$ cat config.mk
export PLATFORM = sky130hd
export DESIGN_NAME = io_bus_bridge
export DESIGN_NICKNAME = d
export VERILOG_FILES = /design/src/rtl/io_bus_bridge.sv
export SDC_FILE = /design/constraint.sdc
export NUM_CORES = 1
export LEC_CHECK = 0
export ABC_AREA = 0
export CELL_PAD_IN_SITES_DETAIL_PLACEMENT = 0
export CELL_PAD_IN_SITES_GLOBAL_PLACEMENT = 1
export CORE_UTILIZATION = 38
export CTS_CLUSTER_DIAMETER = 200
export DETAILED_ROUTE_END_ITERATION = 8
export GPL_TIMING_DRIVEN = 0
export PLACE_DENSITY_LB_ADDON = 0.1
export SETUP_SLACK_MARGIN = 0.05
export SYNTH_ARGS = -nofsm -noshare
export SYNTH_HDL_FRONTEND = slang
export SYNTH_SLANG_ARGS = --single-unit
$ cat constraint.sdc
create_clock -name clk -period 2.25 [get_ports clk]
set_input_delay 0.675 -clock clk [delete_from_list [all_inputs] [get_ports clk]]
set_output_delay 0.675 -clock clk [all_outputs]
set_load 0.01 [all_outputs]
$ cat src/rtl/io_bus_bridge.sv
// io_bus_bridge: UART command bridge onto the CPU IO bus ('W' write / 'R' read, ACK/NAK replies).
// Defining IO_BUS_BRIDGE_TIMEOUT_EN adds an inter-byte timeout while collecting arguments.
module io_bus_bridge #(
    parameter int unsigned TIMEOUT_CYCLES = 1200000
) (
    input  logic        clk,
    input  logic        reset,
    input  logic        rx_valid,
    input  logic [7:0]  rx_data,
    output logic        rx_rd,
    input  logic        tx_busy,
    output logic        tx_wr,
    output logic [7:0]  tx_data,
    output logic        bus_req,
    input  logic        bus_gnt,
    output logic        io_rd,
    output logic        io_wr,
    output logic [15:0] io_addr,
    output logic [15:0] io_dout,
    input  logic [15:0] io_din
);

    localparam logic [7:0] CmdWrite = 8'h57;
    localparam logic [7:0] CmdRead  = 8'h52;
    localparam logic [7:0] RespAck  = 8'h06;
    localparam logic [7:0] RespNak  = 8'h15;

    if (TIMEOUT_CYCLES == 0) begin : g_bad_timeout
        $error("io_bus_bridge: TIMEOUT_CYCLES must be non-zero");
    end

    typedef enum logic [2:0] {
        StIdle,
        StArgs,
        StReq,
        StAccess,
        StTxWait,
        StTxGap
    } state_e;

    state_e      state_q, state_d;
    logic        is_write_q, is_write_d;
    logic [1:0]  arg_cnt_q, arg_cnt_d;
    logic [31:0] arg_q, arg_d;
    logic [15:0] addr_q, addr_d;
    logic [15:0] dout_q, dout_d;
    logic [7:0]  tx_data_q, tx_data_d;
    logic [7:0]  rd_lo_q, rd_lo_d;
    logic        more_q, more_d;
    logic        rx_skip_q;
    logic        rx_take;
    logic        tmo_hit;

`ifdef IO_BUS_BRIDGE_TIMEOUT_EN
    localparam int unsigned TmoW = $clog2(TIMEOUT_CYCLES + 1);

    logic [TmoW-1:0] tmo_cnt_q;

    // Restarts on every consumed byte; only runs while collecting arguments.
    always_ff @(posedge clk) begin
        if (reset || (state_q != StArgs) || rx_rd) begin
            tmo_cnt_q <= '0;
        end else begin
            tmo_cnt_q <= tmo_cnt_q + 1'b1;
        end
    end

    assign tmo_hit = (state_q == StArgs) && (tmo_cnt_q == TmoW'(TIMEOUT_CYCLES - 1));
`else
    assign tmo_hit = 1'b0;
`endif

    // The UART may still show the consumed byte for one cycle after rx_rd.
    assign rx_take = rx_valid && !rx_skip_q && !reset;

    assign io_addr = addr_q;
    assign io_dout = dout_q;
    assign tx_data = tx_data_q;

    always_ff @(posedge clk) begin
        if (reset) begin
            state_q    <= StIdle;
            is_write_q <= 1'b0;
            arg_cnt_q  <= 2'd0;
            arg_q      <= 32'h0;
            addr_q     <= 16'h0;
            dout_q     <= 16'h0;
            tx_data_q  <= 8'h0;
            rd_lo_q    <= 8'h0;
            more_q     <= 1'b0;
            rx_skip_q  <= 1'b0;
        end else begin
            state_q    <= state_d;
            is_write_q <= is_write_d;
            arg_cnt_q  <= arg_cnt_d;
            arg_q      <= arg_d;
            addr_q     <= addr_d;
            dout_q     <= dout_d;
            tx_data_q  <= tx_data_d;
            rd_lo_q    <= rd_lo_d;
            more_q     <= more_d;
            rx_skip_q  <= rx_rd;
        end
    end

    always_comb begin
        state_d    = state_q;
        is_write_d = is_write_q;
        arg_cnt_d  = arg_cnt_q;
        arg_d      = arg_q;
        addr_d     = addr_q;
        dout_d     = dout_q;
        tx_data_d  = tx_data_q;
        rd_lo_d    = rd_lo_q;
        more_d     = more_q;
        rx_rd      = 1'b0;
        tx_wr      = 1'b0;
        bus_req    = 1'b0;
        io_rd      = 1'b0;
        io_wr      = 1'b0;

        case (state_q)
            StIdle: begin
                if (rx_take) begin
                    rx_rd = 1'b1;
                    if ((rx_data == CmdWrite) || (rx_data == CmdRead)) begin
                        is_write_d = (rx_data == CmdWrite);
                        arg_cnt_d  = 2'd0;
                        state_d    = StArgs;
                    end else begin
                        tx_data_d = RespNak;
                        more_d    = 1'b0;
                        state_d   = StTxWait;
                    end
                end
            end
            StArgs: begin
                if (rx_take) begin
                    rx_rd     = 1'b1;
                    arg_d     = {arg_q[23:0], rx_data};
                    arg_cnt_d = arg_cnt_q + 2'd1;
                    if (arg_cnt_q == (is_write_q ? 2'd3 : 2'd1)) begin
                        state_d = StReq;
                    end
                end else if (tmo_hit) begin
                    tx_data_d = RespNak;
                    more_d    = 1'b0;
                    state_d   = StTxWait;
                end
            end
            StReq: begin
                bus_req = 1'b1;
                if (bus_gnt) begin
                    // Address/data only move at the start of the access cycle.
                    addr_d  = is_write_q ? arg_q[31:16] : arg_q[15:0];
                    if (is_write_q) begin
                        dout_d = arg_q[15:0];
                    end
                    state_d = StAccess;
                end
            end
            StAccess: begin
                bus_req = 1'b1;
                io_wr   = is_write_q;
                io_rd   = !is_write_q;
                if (is_write_q) begin
                    tx_data_d = RespAck;
                    more_d    = 1'b0;
                end else begin
                    tx_data_d = io_din[15:8];
                    rd_lo_d   = io_din[7:0];
                    more_d    = 1'b1;
                end
                state_d = StTxWait;
            end
            StTxWait: begin
                if (!tx_busy && !reset) begin
                    tx_wr   = 1'b1;
                    state_d = StTxGap;
                end
            end
            StTxGap: begin
                // One idle cycle lets the UART raise tx_busy before we look again.
                if (more_q) begin
                    tx_data_d = rd_lo_q;
                    more_d    = 1'b0;
                    state_d   = StTxWait;
                end else begin
                    state_d = StIdle;
                end
            end
            default: begin
                state_d = StIdle;
            end
        endcase
    end

endmodule

; Word level (Yosys, flattened, before mapping)
; Index checks and enable logic that the tools add are counted.
; W data, S select, Z words.
[op_classes]
addsub = 1
eq_ne = 16
n_mux = 30
bitwise = 1
n_reduce_logical = 22
[op_table]
columns = cell, count
row1 = $mux W8, 4
row2 = $pmux W8 S3, 1
row3 = $mux W3, 7
row4 = $pmux W3 S6, 1
row5 = $eq A8 B7 Y1 const B, 2
row6 = $mux W16, 1
row7 = $ne A2 B2 Y1 const B, 8
row8 = $mux W1, 10
row9 = $reduce_and A3 Y1, 3
row10 = $mux W2, 4
row11 = $reduce_and A4 Y1, 2
row12 = $eq A3 B2 Y1 const B, 2
row13 = $eq A3 B3 Y1 const B, 2
row14 = $reduce_and A2 Y1, 3
row15 = $reduce_and A5 Y1, 1
row16 = $logic_not A1 Y1, 4
row17 = $pmux W2 S2, 1
row18 = $reduce_or A2 Y1, 2
row19 = $eq A3 B1 Y1 const B, 1
row20 = $logic_and A1 B1 Y1, 3
row21 = $logic_not A3 Y1, 1
row22 = $pmux W1 S3, 1
row23 = $reduce_bool A3 Y1, 1
row24 = $add A2 B1 Y2 const B, 1
row25 = other kinds (4), 4
[totals]
register_bits = 88
input_bits = 29
output_inout_bits = 45
wordCells = 80

; Longest topological paths before layout
[logic_depth]
depth_word = 5
mapped_depth = 7
ltp_nobuf = 5

; Worst setup path after synthesis
; No wires, ideal clock.
[synth_path]
path_type = input-to-output
from = in reset
to = out tx_wr
t_arrival_ns = 1.441
t_required_ns = 1.575
slack_ns = 0.134
cell_stages = 3
path_buffers = 2
path_cell_list = buf_6 > clkbuf_1 > nor4_1
[synth_between]
elab_chain_cells = 4
[synth_rtl]
columns = item, line
row1 = "start, declared", 7  ; input logic reset,
row2 = $logic_not A1 Y1, 177  ; if (!tx_busy && !reset) begin
row3 = $logic_and A1 B1 Y1, 177
row4 = $mux W1, 177
row5 = $mux W1, 122  ; case (state_q)
row6 = "end, declared", 12  ; output logic tx_wr,
; No other way between the ends.

; Worst setup path in the final report
[layout_path]
from = in rx_valid
to = reg more_q
[layout_between]
elab_chain_cells = 4
[layout_rtl]
columns = item, line
row1 = "start, declared", 8  ; input logic rx_valid,
row2 = $logic_and A1 B1 Y1 (2 in series), 74  ; assign rx_take = rx_valid && !rx_skip_q && !reset;
row3 = $ne A2 B2 Y1 (no source line), --
row4 = $reduce_and A3 Y1 (no source line), --
row5 = "end signal, assigned", 101  ; more_q <= more_d;
row6 = "end, declared", 49  ; logic more_q, more_d;
; No other way between the ends.
; A chain may end at the register's enable or synchronous reset.

==> summary.txt <==
Yosys
  – Synthesized netlist net count: 460
  – Number of flip-flops and latches in the synthesized netlist: 88
  – Share of the synthesized area in the top cell type: 48.60%
  – Share of the yosys chip area belonging to registers: 48.60%
  – Prevailing post-synth register cell: sky130_fd_sc_hd__dfxtp_1
  – Library cell with the largest summed area after synthesis: sky130_fd_sc_hd__dfxtp_1
  – Synth area leaders: sky130_fd_sc_hd__dfxtp_1, sky130_fd_sc_hd__nand2_1, sky130_fd_sc_hd__o21ai_0
  – FFs w/ async S/R, synth: 0%
  – Netlist cell types: 51
  – Average instance area after synthesis: 8.410 µm²
  – Yosys synthesis warning count: 0
  – Number of enable flip-flop cells after synthesis: 0
  – Syn Inst Count: 431
  – Cell area after technology mapping: 0.003625 mm²

Final layout
  – Share of the core filled with cells: 52.93%
  – Post-route cell area: 0.004891 mm²
  – Most frequent cells in the layout: sky130_fd_sc_hd__nand2_1, sky130_fd_sc_hd__dfxtp_1, sky130_fd_sc_hd__clkdlybuf4s50_1, sky130_fd_sc_hd__o21ai_0, sky130_fd_sc_hd__a21oi_1
  – Share of final-layout standard cells stronger than drive strength 1: 14.15%
  – Total number of nets in the final design: 561
  – Number of filler cells placed in the layout: 921
  – Most common cell after layout, fill and taps aside: sky130_fd_sc_hd__nand2_1
  – Final Non-Filler Cells: 666
  – Layout Area Growth over Synthesis: 34.93%
  – Diode insertion count for antenna repair: 0

Drt
  – Routed via count: 3353
  – Final antenna-violating net count: 0
  – # DRC: 0
  – Number of iterations in the first detailed-routing pass: 4
  – Routed len/inst: 14.88 µm
  – Number of violations reported at the end of detailed-routing iteration 0: 197
  – Via-per-instance ratio: 5.035
  – Final wirelength: 9.909 mm

Floorplanning
  – Chip Width: 99.67 µm
  – Die H: 99.67 µm
  – Die area: 0.009933 mm²
  – Standard cell core area: 0.009240 mm²
  – I/O pin count: 74
  – Count of standard-cell rows: 35
  – Starting Density: 39.23%

Power
  – Final Total Pwr: 2829 µW
  – Leakage power: 0.001672 µW
  – Worst IR drop on VDD: 0.2624 mV
  – Total power density per cell area: 578.3 mW/mm²

Worst setup path
  – Crit path launch: rx_valid
  – Critical Setup Path Class: primary input to flip-flop
  – Endpoint of the most critical register-to-register path: more_q$_SDFFE_PP0P_
  – Max Fanout on Critical Path: 3
  – Reg-to-reg slack, setup: 0.11 ns
  – Number of cells traversed by the worst register-to-register path: 12
  – Nature of the critical path startpoint: primary input
  – Endpoint required time on the critical path: 2.46 ns
  – Element type at the critical path end: flip-flop
  – Arrival time at the worst endpoint: 2.38 ns
  – Reg-to-reg startpoint: state_q[2]$_SDFFE_PP0P_
  – Capture point of the worst path: more_q$_SDFFE_PP0P_

Status
  – Status: completed

Clocking
  – Clock tree root buffer cell: sky130_fd_sc_hd__clkbuf_8
  – CTS tree: yes
  – Number of clock sinks: 88
  – Hold-fix buffers at CTS: 0
  – Maximum buffer depth of the clock tree: 2
  – Clock insertion delay at the later pin of the skew report: 0.36 ns
  – CTS Buf Count: 9
  – Clock edge transition at the registers on the reported setup and hold paths: 0.09 ns
  – CTS HTree Levels: 3

Placement
  – Port-buffer cells: 73
  – Standard cell area after detailed placement: 0.004517 mm²
  – HPWL after detailed placement: 7.152 mm
  – Final Wtd Congestion: 0.7861
  – Placed Cells: 633

GRT
  – First-pass GRT wire length: 16.19 mm
  – Via count of the first global-routing pass: 3192
  – Overall Global Routing Usage: 21.21%
  – Overall overflow remaining after global route: 0
  – Number of antenna violations at the first check in global routing: 0
  – Maximum number of pins on one net before global-route repair: 17

STA
  – Maximum clock skew at final layout: 0.009609 ns
  – Tightest slew margin relative to the limit: 56.89%
  – Summed negative setup slack over all endpoints: 0 ns
  – Slew at the pin closest to its max-slew limit: 0.6466 ns
  – Minimum clock period after layout: 2.163 ns
  – Hold violation count in the final report: 0
  – Count of final max-slew check failures: 0
  – Total setup violations reported at the end of the flow: 0
  – Highest clock frequency the design can meet: 0.4622 GHz
  – Crit share post-route: 96.15%
  – RSZ-0062 raised after global routing: true

Hold path
  – Worst hold path class: flip-flop to flip-flop

Flow run
  – Max-capacitance violation count: 0
[synthesized netlist by cell type, types with 4 or more instances]
| cell | number |
|---|---|
| sky130_fd_sc_hd__nand2b_1 | 4 |
| sky130_fd_sc_hd__buf_2 | 14 |
| sky130_fd_sc_hd__mux2i_1 | 16 |
| sky130_fd_sc_hd__o21a_1 | 4 |
| sky130_fd_sc_hd__inv_1 | 5 |
| sky130_fd_sc_hd__a211oi_1 | 17 |
| sky130_fd_sc_hd__o21ai_0 | 34 |
| sky130_fd_sc_hd__nor2b_1 | 5 |
| sky130_fd_sc_hd__nand2_1 | 117 |
| sky130_fd_sc_hd__clkbuf_1 | 12 |
| sky130_fd_sc_hd__dfxtp_1 | 88 |
| sky130_fd_sc_hd__a22o_1 | 11 |
| sky130_fd_sc_hd__a21oi_1 | 28 |
| sky130_fd_sc_hd__nor2_1 | 25 |
[power by group]
part	switching (µW)	total [µW]	internal [µW]
clock network	619	1040	417
logic	106	217	111
registers	9.08	1580	1570
[kinds of logic (layout without fill, tap and decap cells)]
logic type | Yosys count | after routing | share of synthesized area, %
AND/OR/NAND/NOR | 174 | 174 | 21.19
XOR/XNOR | 2 | 2 | 0.4833
buffers and inverters | 37 | 143 | 4.867
multiplexers | 17 | 17 | 4.729
AO/OA/AOI/OAI | 113 | 113 | 20.12
flip-flops | 88 | 88 | 48.60
[critical path, cell delays in order]
cell                              delay (ns)
sky130_fd_sc_hd__clkdlybuf4s15_1        0.19
sky130_fd_sc_hd__nor3b_4                0.21
sky130_fd_sc_hd__nand2_2                0.09
sky130_fd_sc_hd__buf_4                  0.14
sky130_fd_sc_hd__buf_4                  0.13
sky130_fd_sc_hd__buf_4                  0.12
sky130_fd_sc_hd__buf_4                  0.12
sky130_fd_sc_hd__buf_4                  0.12
sky130_fd_sc_hd__buf_4                  0.12
sky130_fd_sc_hd__buf_4                  0.13
sky130_fd_sc_hd__o211ai_1               0.20
sky130_fd_sc_hd__a31oi_1                0.14
[final cells by class]
cell class / count / area, µm² / area share, %
flip-flops and latches: 88 / 1767 / 36.12
plain buffers: 30 / 187.7 / 3.837
inverters: 7 / 31.28 / 0.6395
well taps: 129 / 161.4 / 3.300
multi-input cells: 306 / 1725 / 35.28
repair buffers: 90 / 838.3 / 17.14
clock buffers: 10 / 127.6 / 2.609
clock inverters: 6 / 52.55 / 1.074
[repair_timing]
item,4_1_cts,5_1_grt
resized for setup,41,7
setup endpoints to repair,15,5
setup buffers,15,2
pin swaps,2,3
[sequential cells by signal (all words and copies together), names as in the netlist]
name / flops
state_q: 3
io_dout: 16
more_q: 1
rd_lo_q: 8
arg_q: 32
is_write_q: 1
arg_cnt_q: 2
io_addr: 16
tx_data: 8
rx_skip_q: 1
[worst min-delay path by stage]
stage / depth (start not counted) / startpoint / slack, ns / end
final: 2 / rd_lo_q[6]$_SDFFE_PP0P_ / 0.46 / rd_lo_q[6]$_SDFFE_PP0P_
after global placement: 2 / arg_q[31]$_SDFFE_PP0P_ / 0.44 / arg_q[31]$_SDFFE_PP0P_
after global routing: 2 / rd_lo_q[5]$_SDFFE_PP0P_ / 0.48 / rd_lo_q[5]$_SDFFE_PP0P_
after floorplan: 2 / arg_q[31]$_SDFFE_PP0P_ / 0.43 / arg_q[31]$_SDFFE_PP0P_
after CTS: 2 / arg_q[31]$_SDFFE_PP0P_ / 0.46 / arg_q[31]$_SDFFE_PP0P_
after detailed placement: 2 / io_dout[6]$_SDFFE_PP0P_ / 0.45 / io_dout[6]$_SDFFE_PP0P_
[routing by layer]
metal  share of wire [%]  up-vias  track usage [%]  wire length, µm
met1                  50     1558            30.96             4932
met3                 5.3       23            4.357              522
met4                 2.4        0            9.163              237
met5                   0        -                0                0
li1                    -     1679                -                -
met2                  43       93            29.92             4216
[per-stage QoR]
stage | hold slack (ns) | worst slack (ns)
final | 0.4585 | 0.08662
after global routing | 0.4762 | 0.04149
after CTS | 0.4610 | 0.06606
after detailed placement | 0.4485 | -0.9606
after global placement | 0.4365 | -0.9480
after floorplan | 0.4281 | 0.1336
No activity file was read; power rests on OpenSTA's default activity.
